==> src/rtl/line_sequencer.sv <==
// rtl/line_sequencer.sv - cache line to decode word sequencer; optional lookahead via LINE_SEQ_LOOKAHEAD_EN
module line_sequencer #(
    parameter int unsigned WORD_W = 16,
    parameter int unsigned WORDS  = 4,
    parameter int unsigned IDX_W  = $clog2(WORDS)
) (
    input  logic                    clk,
    input  logic                    rst_n,
    input  logic                    line_valid,
    output logic                    line_ready,
    input  logic [WORD_W*WORDS-1:0] line_data,
    input  logic [IDX_W-1:0]        line_offset,
    input  logic                    flush,
    output logic                    word_valid,
    input  logic                    word_ready,
    output logic [WORD_W-1:0]       word_data,
    output logic [IDX_W-1:0]        word_idx,
    output logic                    word_last,
    output logic                    busy
);

    localparam logic [IDX_W-1:0] LAST_IDX = IDX_W'(WORDS - 1);

    typedef enum logic {
        S_EMPTY  = 1'b0,
        S_STREAM = 1'b1
    } state_t;

    state_t                    r_state;
    state_t                    w_state_nxt;
    logic [IDX_W-1:0]          r_ptr;
    logic [IDX_W-1:0]          w_ptr_nxt;
    logic [WORD_W*WORDS-1:0]   r_line;
    logic [WORD_W*WORDS-1:0]   w_line_nxt;

    logic [WORD_W-1:0]         w_words [WORDS];
    logic                      w_word_hs;
    logic                      w_last_hs;
    logic                      w_line_acc;

`ifdef LINE_SEQ_LOOKAHEAD_EN
    logic [WORD_W*WORDS-1:0]   r_pend_line;
    logic [WORD_W*WORDS-1:0]   w_pend_line_nxt;
    logic [IDX_W-1:0]          r_pend_off;
    logic [IDX_W-1:0]          w_pend_off_nxt;
    logic                      r_pend_valid;
    logic                      w_pend_valid_nxt;
`endif

    // Split the held line into addressable words, word 0 at the LSBs.
    genvar gi;
    generate
        for (gi = 0; gi < int'(WORDS); gi++) begin : g_words
            assign w_words[gi] = r_line[gi*WORD_W +: WORD_W];
        end
    endgenerate

    assign word_valid = (r_state == S_STREAM);
    assign word_data  = w_words[r_ptr];
    assign word_idx   = r_ptr;
    assign word_last  = (r_ptr == LAST_IDX);

    assign w_word_hs  = word_valid & word_ready;
    assign w_last_hs  = w_word_hs & word_last;
    assign w_line_acc = line_valid & line_ready;

`ifdef LINE_SEQ_LOOKAHEAD_EN
    // Registered-only ready: a free pending slot, never gated by decode.
    assign line_ready = !flush & !r_pend_valid;
    assign busy       = (r_state == S_STREAM) | r_pend_valid;
`else
    // Single buffer: free when empty or when its last word leaves this cycle.
    assign line_ready = !flush & ((r_state == S_EMPTY) | w_last_hs);
    assign busy       = (r_state == S_STREAM);
`endif

    // State register and line buffers.
    always_ff @(posedge clk or negedge rst_n) begin
        if (!rst_n) begin
            r_state      <= S_EMPTY;
            r_ptr        <= '0;
            r_line       <= '0;
`ifdef LINE_SEQ_LOOKAHEAD_EN
            r_pend_line  <= '0;
            r_pend_off   <= '0;
            r_pend_valid <= 1'b0;
`endif
        end else begin
            r_state      <= w_state_nxt;
            r_ptr        <= w_ptr_nxt;
            r_line       <= w_line_nxt;
`ifdef LINE_SEQ_LOOKAHEAD_EN
            r_pend_line  <= w_pend_line_nxt;
            r_pend_off   <= w_pend_off_nxt;
            r_pend_valid <= w_pend_valid_nxt;
`endif
        end
    end

    // Next-state: flush wins, otherwise advance the pointer or refill the active line.
    always_comb begin
        w_state_nxt      = r_state;
        w_ptr_nxt        = r_ptr;
        w_line_nxt       = r_line;
`ifdef LINE_SEQ_LOOKAHEAD_EN
        w_pend_line_nxt  = r_pend_line;
        w_pend_off_nxt   = r_pend_off;
        w_pend_valid_nxt = r_pend_valid;
`endif
        if (flush) begin
            w_state_nxt      = S_EMPTY;
            w_ptr_nxt        = '0;
            w_line_nxt       = '0;
`ifdef LINE_SEQ_LOOKAHEAD_EN
            w_pend_valid_nxt = 1'b0;
`endif
        end else begin
            case (r_state)
                S_EMPTY: begin
                    if (w_line_acc) begin
                        w_state_nxt = S_STREAM;
                        w_ptr_nxt   = line_offset;
                        w_line_nxt  = line_data;
                    end
                end
                S_STREAM: begin
                    if (w_word_hs && !word_last) begin
                        w_ptr_nxt = r_ptr + IDX_W'(1);
                    end else if (w_last_hs) begin
`ifdef LINE_SEQ_LOOKAHEAD_EN
                        if (r_pend_valid) begin
                            w_ptr_nxt        = r_pend_off;
                            w_line_nxt       = r_pend_line;
                            w_pend_valid_nxt = 1'b0;
                        end else
`endif
                        if (w_line_acc) begin
                            w_ptr_nxt  = line_offset;
                            w_line_nxt = line_data;
                        end else begin
                            w_state_nxt = S_EMPTY;
                            w_ptr_nxt   = '0;
                        end
                    end
`ifdef LINE_SEQ_LOOKAHEAD_EN
                    // Active line still streaming: park the new line behind it.
                    if (w_line_acc && !w_last_hs) begin
                        w_pend_line_nxt  = line_data;
                        w_pend_off_nxt   = line_offset;
                        w_pend_valid_nxt = 1'b1;
                    end
`endif
                end
                default: begin
                    w_state_nxt = S_EMPTY;
                    w_ptr_nxt   = '0;
                end
            endcase
        end
    end

endmodule

==> config.mk <==
export PLATFORM = sky130hd
export DESIGN_NAME = line_sequencer
export DESIGN_NICKNAME = d
export VERILOG_FILES = /design/src/rtl/line_sequencer.sv
export SDC_FILE = /design/constraint.sdc
export NUM_CORES = 1
export LEC_CHECK = 0
export ABC_CLOCK_PERIOD_IN_PS = 2050
export CORE_MARGIN = 1
export CORE_UTILIZATION = 30
export CTS_CLUSTER_SIZE = 40
export DETAILED_ROUTE_END_ITERATION = 16
export GPL_TIMING_DRIVEN = 0
export PLACE_DENSITY = 0.55
export SYNTH_ARGS = -nofsm -noshare
export SYNTH_HDL_FRONTEND = slang
export SYNTH_SLANG_ARGS = --single-unit
==> constraint.sdc <==
create_clock -name clk -period 2.05 [get_ports clk]
set_input_delay 0.41 -clock clk [delete_from_list [all_inputs] [get_ports clk]]
set_output_delay 0.41 -clock clk [all_outputs]
set_load 0.05 [all_outputs]
==> reports/results.txt, run 1 <==
gr busiest metal: met2
remaining global-route overflow: 0
mapped cell area: 0.00300 sq mm
total wire length: 8.29 mm
VDD IR-drop max: 258 uV
largest net degree at the start of global routing: 68
clk root buf: clkbuf_8
Synth warnings: 0
Peak Freq: 0.473 GHz
Pwr Density: 785 mW/mm^2
DP Area: 0.00410 sq mm
clock tree sinks: 67
HP Class: input port to asynchronous set/reset pin
layout cells sized above 1: 28.1%
Min Clock Period, post-route: 2110 ps
vias in the first global route: 2,349
fin. max-slew vios: 0
most frequent cells in the layout: clkdlybuf4s50_1 (70), dfrtp_1 (66), a22o_1 (60)
failing checks: negative setup slack
CTS tree: done
final setup fails: 12
die area: 0.0104 sq mm
latest clock arrival within the worst-skew pair: 340 ps
startpoint types: flop
Cell Chain, Critical Path: buf_12 > clkbuf_16 > mux4_2 > buf_6
row count: 36
status: finished, violations left
PortBufs: 92
total number of vias: 2,145
crit path max fanout: 8
gr usage total: 17.2%
Area Overhead vs Synth: 47.7%
Max Cap Viol: 0
H-Tree Depth: 3
core area: 0.00973 sq mm
Syn Inst Count: 188
Setup CP Type: flop to primary output
GR Layer Usage met3: 5.81%
Min Hold Slack: 176 ps
WP data arrival: 1700 ps
Cell variety after synth: 22
IO Pins: 93
Crit path max-delay family: multiplexers
DRT iter0 DRCs: 73
Worst-Margin Slew: 868 ps
Final Cycle Share: 103%
Starting Density: 30.8%
initial antenna violation count: 0
CP required: 1640 ps
Hold Vio Cnt, Final: 0
Reg-to-Reg Start: word_idx[0]$_DFFE_PN0P_
CP max stage cell: mux4_2
R2R Setup Slk: 200 ps
slew margin rel.: 42.1%
Avg Cell Area, Syn: 16.0 sq um
clk buf depth: 2
Hold-fix buffers, CTS: 0
RSZ-0062 raised after global routing: true
cell taking the most area after synthesis: dfrtp_1
DR WL/cell: 19.1 um
Antenna Cells: 0
first-pass GRT wire length: 12.8 mm
TritonCTS Buffers: 9
leakage: 2.00 nW
clock edge transition at the registers on the reported setup and hold paths: 80 ps
crit-path max cell delay: 500 ps
setup ws final: -62.7 ps
commonest non-fill, non-tap cell in the layout: clkdlybuf4s50_1
DRT Pass-1 Iters: 4
die width: 102 um
Synth Net Count: 260
vias per cell: 4.93
clk_skew: 10.9 ps
sequential area share after synthesis: 55.9%
nets: 369
Final GP Congestion: 0.724
detailed-route DRC error count: 0
Synth Register Bits: 67
capturing point of the worst reg2reg path: r_line[60]$_DFFE_PN0P_
met2 GRT Util: 26.8%
Vert. Die Dim: 102 um
HPWL Detailed: 5.51 mm
Design Area, Final: 0.00443 sq mm
top cells by area, synth: dfrtp_1 (56%), a22o_1 (18%), mux4_2 (12%)
Buf/Inv on CP: 3
Routed Antenna Nets: 0
routing usage on met1: 22.8%
worst-case reg-to-reg path depth: 6
fillers: 920
pre-CTS setup slack: -477 ps
Critical Path End Type: primary output
post-synth top area share: 55.9%
## how the worst max path moves through the flow
stage / from / to / slack, ps / depth (start not counted)
5_1_grt: word_idx[0]$_DFFE_PN0P_ / word_data[11] / -120 / 4
3_5_place_dp: word_idx[0]$_DFFE_PN0P_ / word_data[14] / -480 / 4
3_3_place_gp: rst_n / word_idx[0]$_DFFE_PN0P_ / -2060 / 1
6_report: word_idx[0]$_DFFE_PN0P_ / word_data[11] / -60 / 4
2_1_floorplan: word_idx[1]$_DFFE_PN0P_ / r_line[0]$_DFFE_PN0P_ / -20 / 6
4_1_cts: word_idx[0]$_DFFE_PN0P_ / word_data[14] / -140 / 4
## repair_timing
item / CTS / global route
pin swaps: 0 / 1
endpoints found under the setup margin: 20 / 16
gates cloned: 0 / 1
buffers inserted: 2 / 3
gates resized for setup: 117 / 15
## per-layer routing
metal,vias to the layer above,part of all wire [%]
li1,964,-
met5,-,0
met1,1097,45
met4,0,0.83
met3,6,7.8
met2,78,46
## state kept, by name, summed over array words and instances (netlist names)
register	flops
word_idx	2
busy	1
r_line	64
## synth_stat cells (all sizes together)
cell type  number
a211oi          2
a21boi          1
a22o           64
and2b           2
and4b           1
buf            18
dfrtp          67
ha              1
inv             2
mux4           16
nand2           1
nor2            4
nor3            1
nor3b           2
o21ai           4
o21ba           1
or2b            1
## stage by stage
step           setup TNS [ps]  util, %  std cells  total power [W]
2_1_floorplan           -1310        -        188          0.00188
3_3_place_gp          -129990     42.2        413          0.00221
3_5_place_dp            -8600     42.1        413          0.00221
4_1_cts                 -1190     44.7        431          0.00348
5_1_grt                 -1290     45.5        435          0.00363
6_report                 -512     45.5        435          0.00348
## cell families (layout without fill, tap and decap cells)
group	count (synthesis)	in the layout	share of synthesized area [%]
adder cells (fa/ha/maj)	1	1	0.417
AND/OR/NAND/NOR	12	12	2.84
AO/OA/AOI/OAI	72	72	21.0
buffers and inverters	20	134	7.84
flip-flops	67	67	55.9
multiplexers	16	16	12.0
## cell type report
| cell class | count | area [sq um] | share of cell area (%) |
|---|---|---|---|
| flip-flops and latches | 67 | 1680 | 37.9 |
| multi-input cells | 101 | 1100 | 24.8 |
| repair buffers | 98 | 992 | 22.4 |
| plain buffers | 18 | 262 | 5.90 |
| well taps | 133 | 166 | 3.76 |
| clock buffers | 12 | 155 | 3.50 |
| clock inverters | 4 | 72.6 | 1.64 |
| inverters | 2 | 7.51 | 0.169 |
## power by group
part | total [W] | switching, W | internal, W
Clock | 0.00125 | 0.000503 | 0.000750
Combinational | 0.000776 | 0.000378 | 0.000398
Sequential | 0.00145 | 0.0000474 | 0.00140
## worst reg2reg max path, stage by stage (launching register included)
cell and delay [ps]:
dfrtp_2 380, buf_4 120, ha_2 230, a21boi_4 100
nor3_4 490, buf_4 310, a22o_1 160
Note: power is estimated with default switching activity, not from simulation.
==> run 2: changes to the inputs <==
TNS_END_PERCENT = 5   (was unset)
==> run 2 against run 1 <==
  * The flow still finishes with violations (negative setup slack)
  * Setup slack got worse by 20 ps
  * Combinational power decreased by 1%
  * Total power decreased by 5.3%
  * Core utilization decreased by 0.51 points
  * Global-route usage decreased by 0.19 points
  * Sequential share of layout area increased by 0.43 points
  * Die area unchanged
  * Critical endpoint is now word_data[1]
==> reports/results.txt, run 2 (synthesis gave the netlist of run 1 again) <==
status: finished, violations left
failing checks: negative setup slack
DRT iter0 DRCs: 51
Min Hold Slack: 171 ps
slew margin rel.: 42.5%
Antenna Cells: 0
clk root buf: clkbuf_8
max reg flops: 64
VDD IR-drop max: 282 uV
Final GP Congestion: 0.747
total number of vias: 2,122
leakage: 1.97 nW
Critical Path End Type: primary output
Hold Vio Cnt, Final: 0
total wire length: 8.25 mm
IO Pins: 93
nets: 370
Area Overhead vs Synth: 46.1%
CP max stage cell: mux4_2
core area: 0.00973 sq mm
commonest non-fill, non-tap cell in the layout: clkdlybuf4s50_1
clock edge transition at the registers on the reported setup and hold paths: 80 ps
routing usage on met1: 22.4%
PortBufs: 92
clk_skew: 10.3 ps
detailed-route DRC error count: 0
Cell Chain, Critical Path: buf_12 > buf_12 > mux4_2 > buf_2
startpoint types: flop
DR WL/cell: 18.9 um
setup TNS: -990 ps
met2 GRT Util: 26.6%
Routed Antenna Nets: 0
fillers: 939
crit-path max cell delay: 490 ps
post-layout util: 45.0%
HPWL Detailed: 5.53 mm
CP required: 1640 ps
DRT Pass-1 Iters: 4
Vert. Die Dim: 102 um
Setup CP Type: flop to primary output
TritonCTS Buffers: 9
Starting Density: 30.8%
RSZ-0062 raised after global routing: true
crit path max fanout: 7
Largest Register: r_line
gr busiest metal: met2
worst-case reg-to-reg path depth: 5
WP data arrival: 1720 ps
clk buf depth: 2
vias per cell: 4.87
setup ws final: -82.4 ps
gr usage total: 17.0%
vias in the first global route: 2,327
die area: 0.0104 sq mm
largest net degree at the start of global routing: 68
Layout Cells excl Fill: 436
GR Layer Usage met3: 5.81%
Final Cycle Share: 104%
CTS tree: done
remaining global-route overflow: 0
die width: 102 um
Worst-Margin Slew: 863 ps
Pwr Density: 752 mW/mm^2
most frequent cells in the layout: clkdlybuf4s50_1 (71), dfrtp_1 (66), a22o_1 (60)
HP Class: input port to asynchronous set/reset pin
layout cells sized above 1: 28.7%
final setup fails: 16
H-Tree Depth: 3
clock tree sinks: 67
initial antenna violation count: 0
row count: 36
first-pass GRT wire length: 12.7 mm
DP Area: 0.00410 sq mm
Cells after DPL: 413
crit-path most repeated cell: buf_12
Min Clock Period, post-route: 2130 ps
fin. max-slew vios: 0
Peak Freq: 0.469 GHz
Design Area, Final: 0.00438 sq mm
Max Cap Viol: 0
Hold-fix buffers, CTS: 0
latest clock arrival within the worst-skew pair: 340 ps
==> run 2: final timing paths <==
check                      slack, ps                 endpoint               startpoint
setup / recovery                 -80             word_data[1]  word_idx[0]$_DFFE_PN0P_
hold / removal                   170   r_line[42]$_DFFE_PN0P_                    rst_n
setup reg to reg                 350   r_line[58]$_DFFE_PN0P_  word_idx[1]$_DFFE_PN0P_
hold reg to reg                  500   r_line[62]$_DFFE_PN0P_   r_line[62]$_DFFE_PN0P_
max in group asynchronous       1260  word_idx[0]$_DFFE_PN0P_                    rst_n
min in group clk                 500   r_line[62]$_DFFE_PN0P_   r_line[62]$_DFFE_PN0P_
==> run 2: routing by layer <==
layer	vias up	share of wire (%)
met1	1070	45
met3	2	8.2
met5	-	0
met4	0	0.29
met2	74	47
li1	976	-
==> run 2: power breakdown <==
part	internal [W]	total, W	switching (W)
combinational	0.000392	0.000766	0.000374
sequential	0.00140	0.00145	0.0000500
clock	0.000557	0.00108	0.000521
==> run 2: timing repair <==
| action | 4_1_cts | 5_1_grt |
|---|---|---|
| gates resized for setup | 100 | 16 |
| gates cloned | 0 | 1 |
| setup endpoints to repair | 20 | 17 |
| setup buffers | 0 | 6 |
| pin swaps | 0 | 0 |
==> run 2: through the flow <==
stage                     worst slack [ps]  total power (W)
after detailed placement              -544          0.00221
after global routing                  -144          0.00345
final                                -82.4          0.00329
after floorplan                      -21.8          0.00188
after global placement               -2030          0.00220
after CTS                             -170          0.00331
==> run 2: critical path, delay by kind of cell, from the launching register on <==
family | cells | cell delay (ps)
DFF | 1 | 410
muxes | 1 | 490
buffers and inverters | 3 | 490
==> run 2: layout make-up <==
class / instances / area, sq um / area share [%]
flip-flops and latches: 67 / 1680 / 38.3
multi-input cells: 101 / 1100 / 25.0
repair buffers: 99 / 973 / 22.2
plain buffers: 18 / 265 / 6.06
well taps: 133 / 166 / 3.80
clock buffers: 9 / 124 / 2.83
clock inverters: 7 / 68.8 / 1.57
inverters: 2 / 7.51 / 0.171
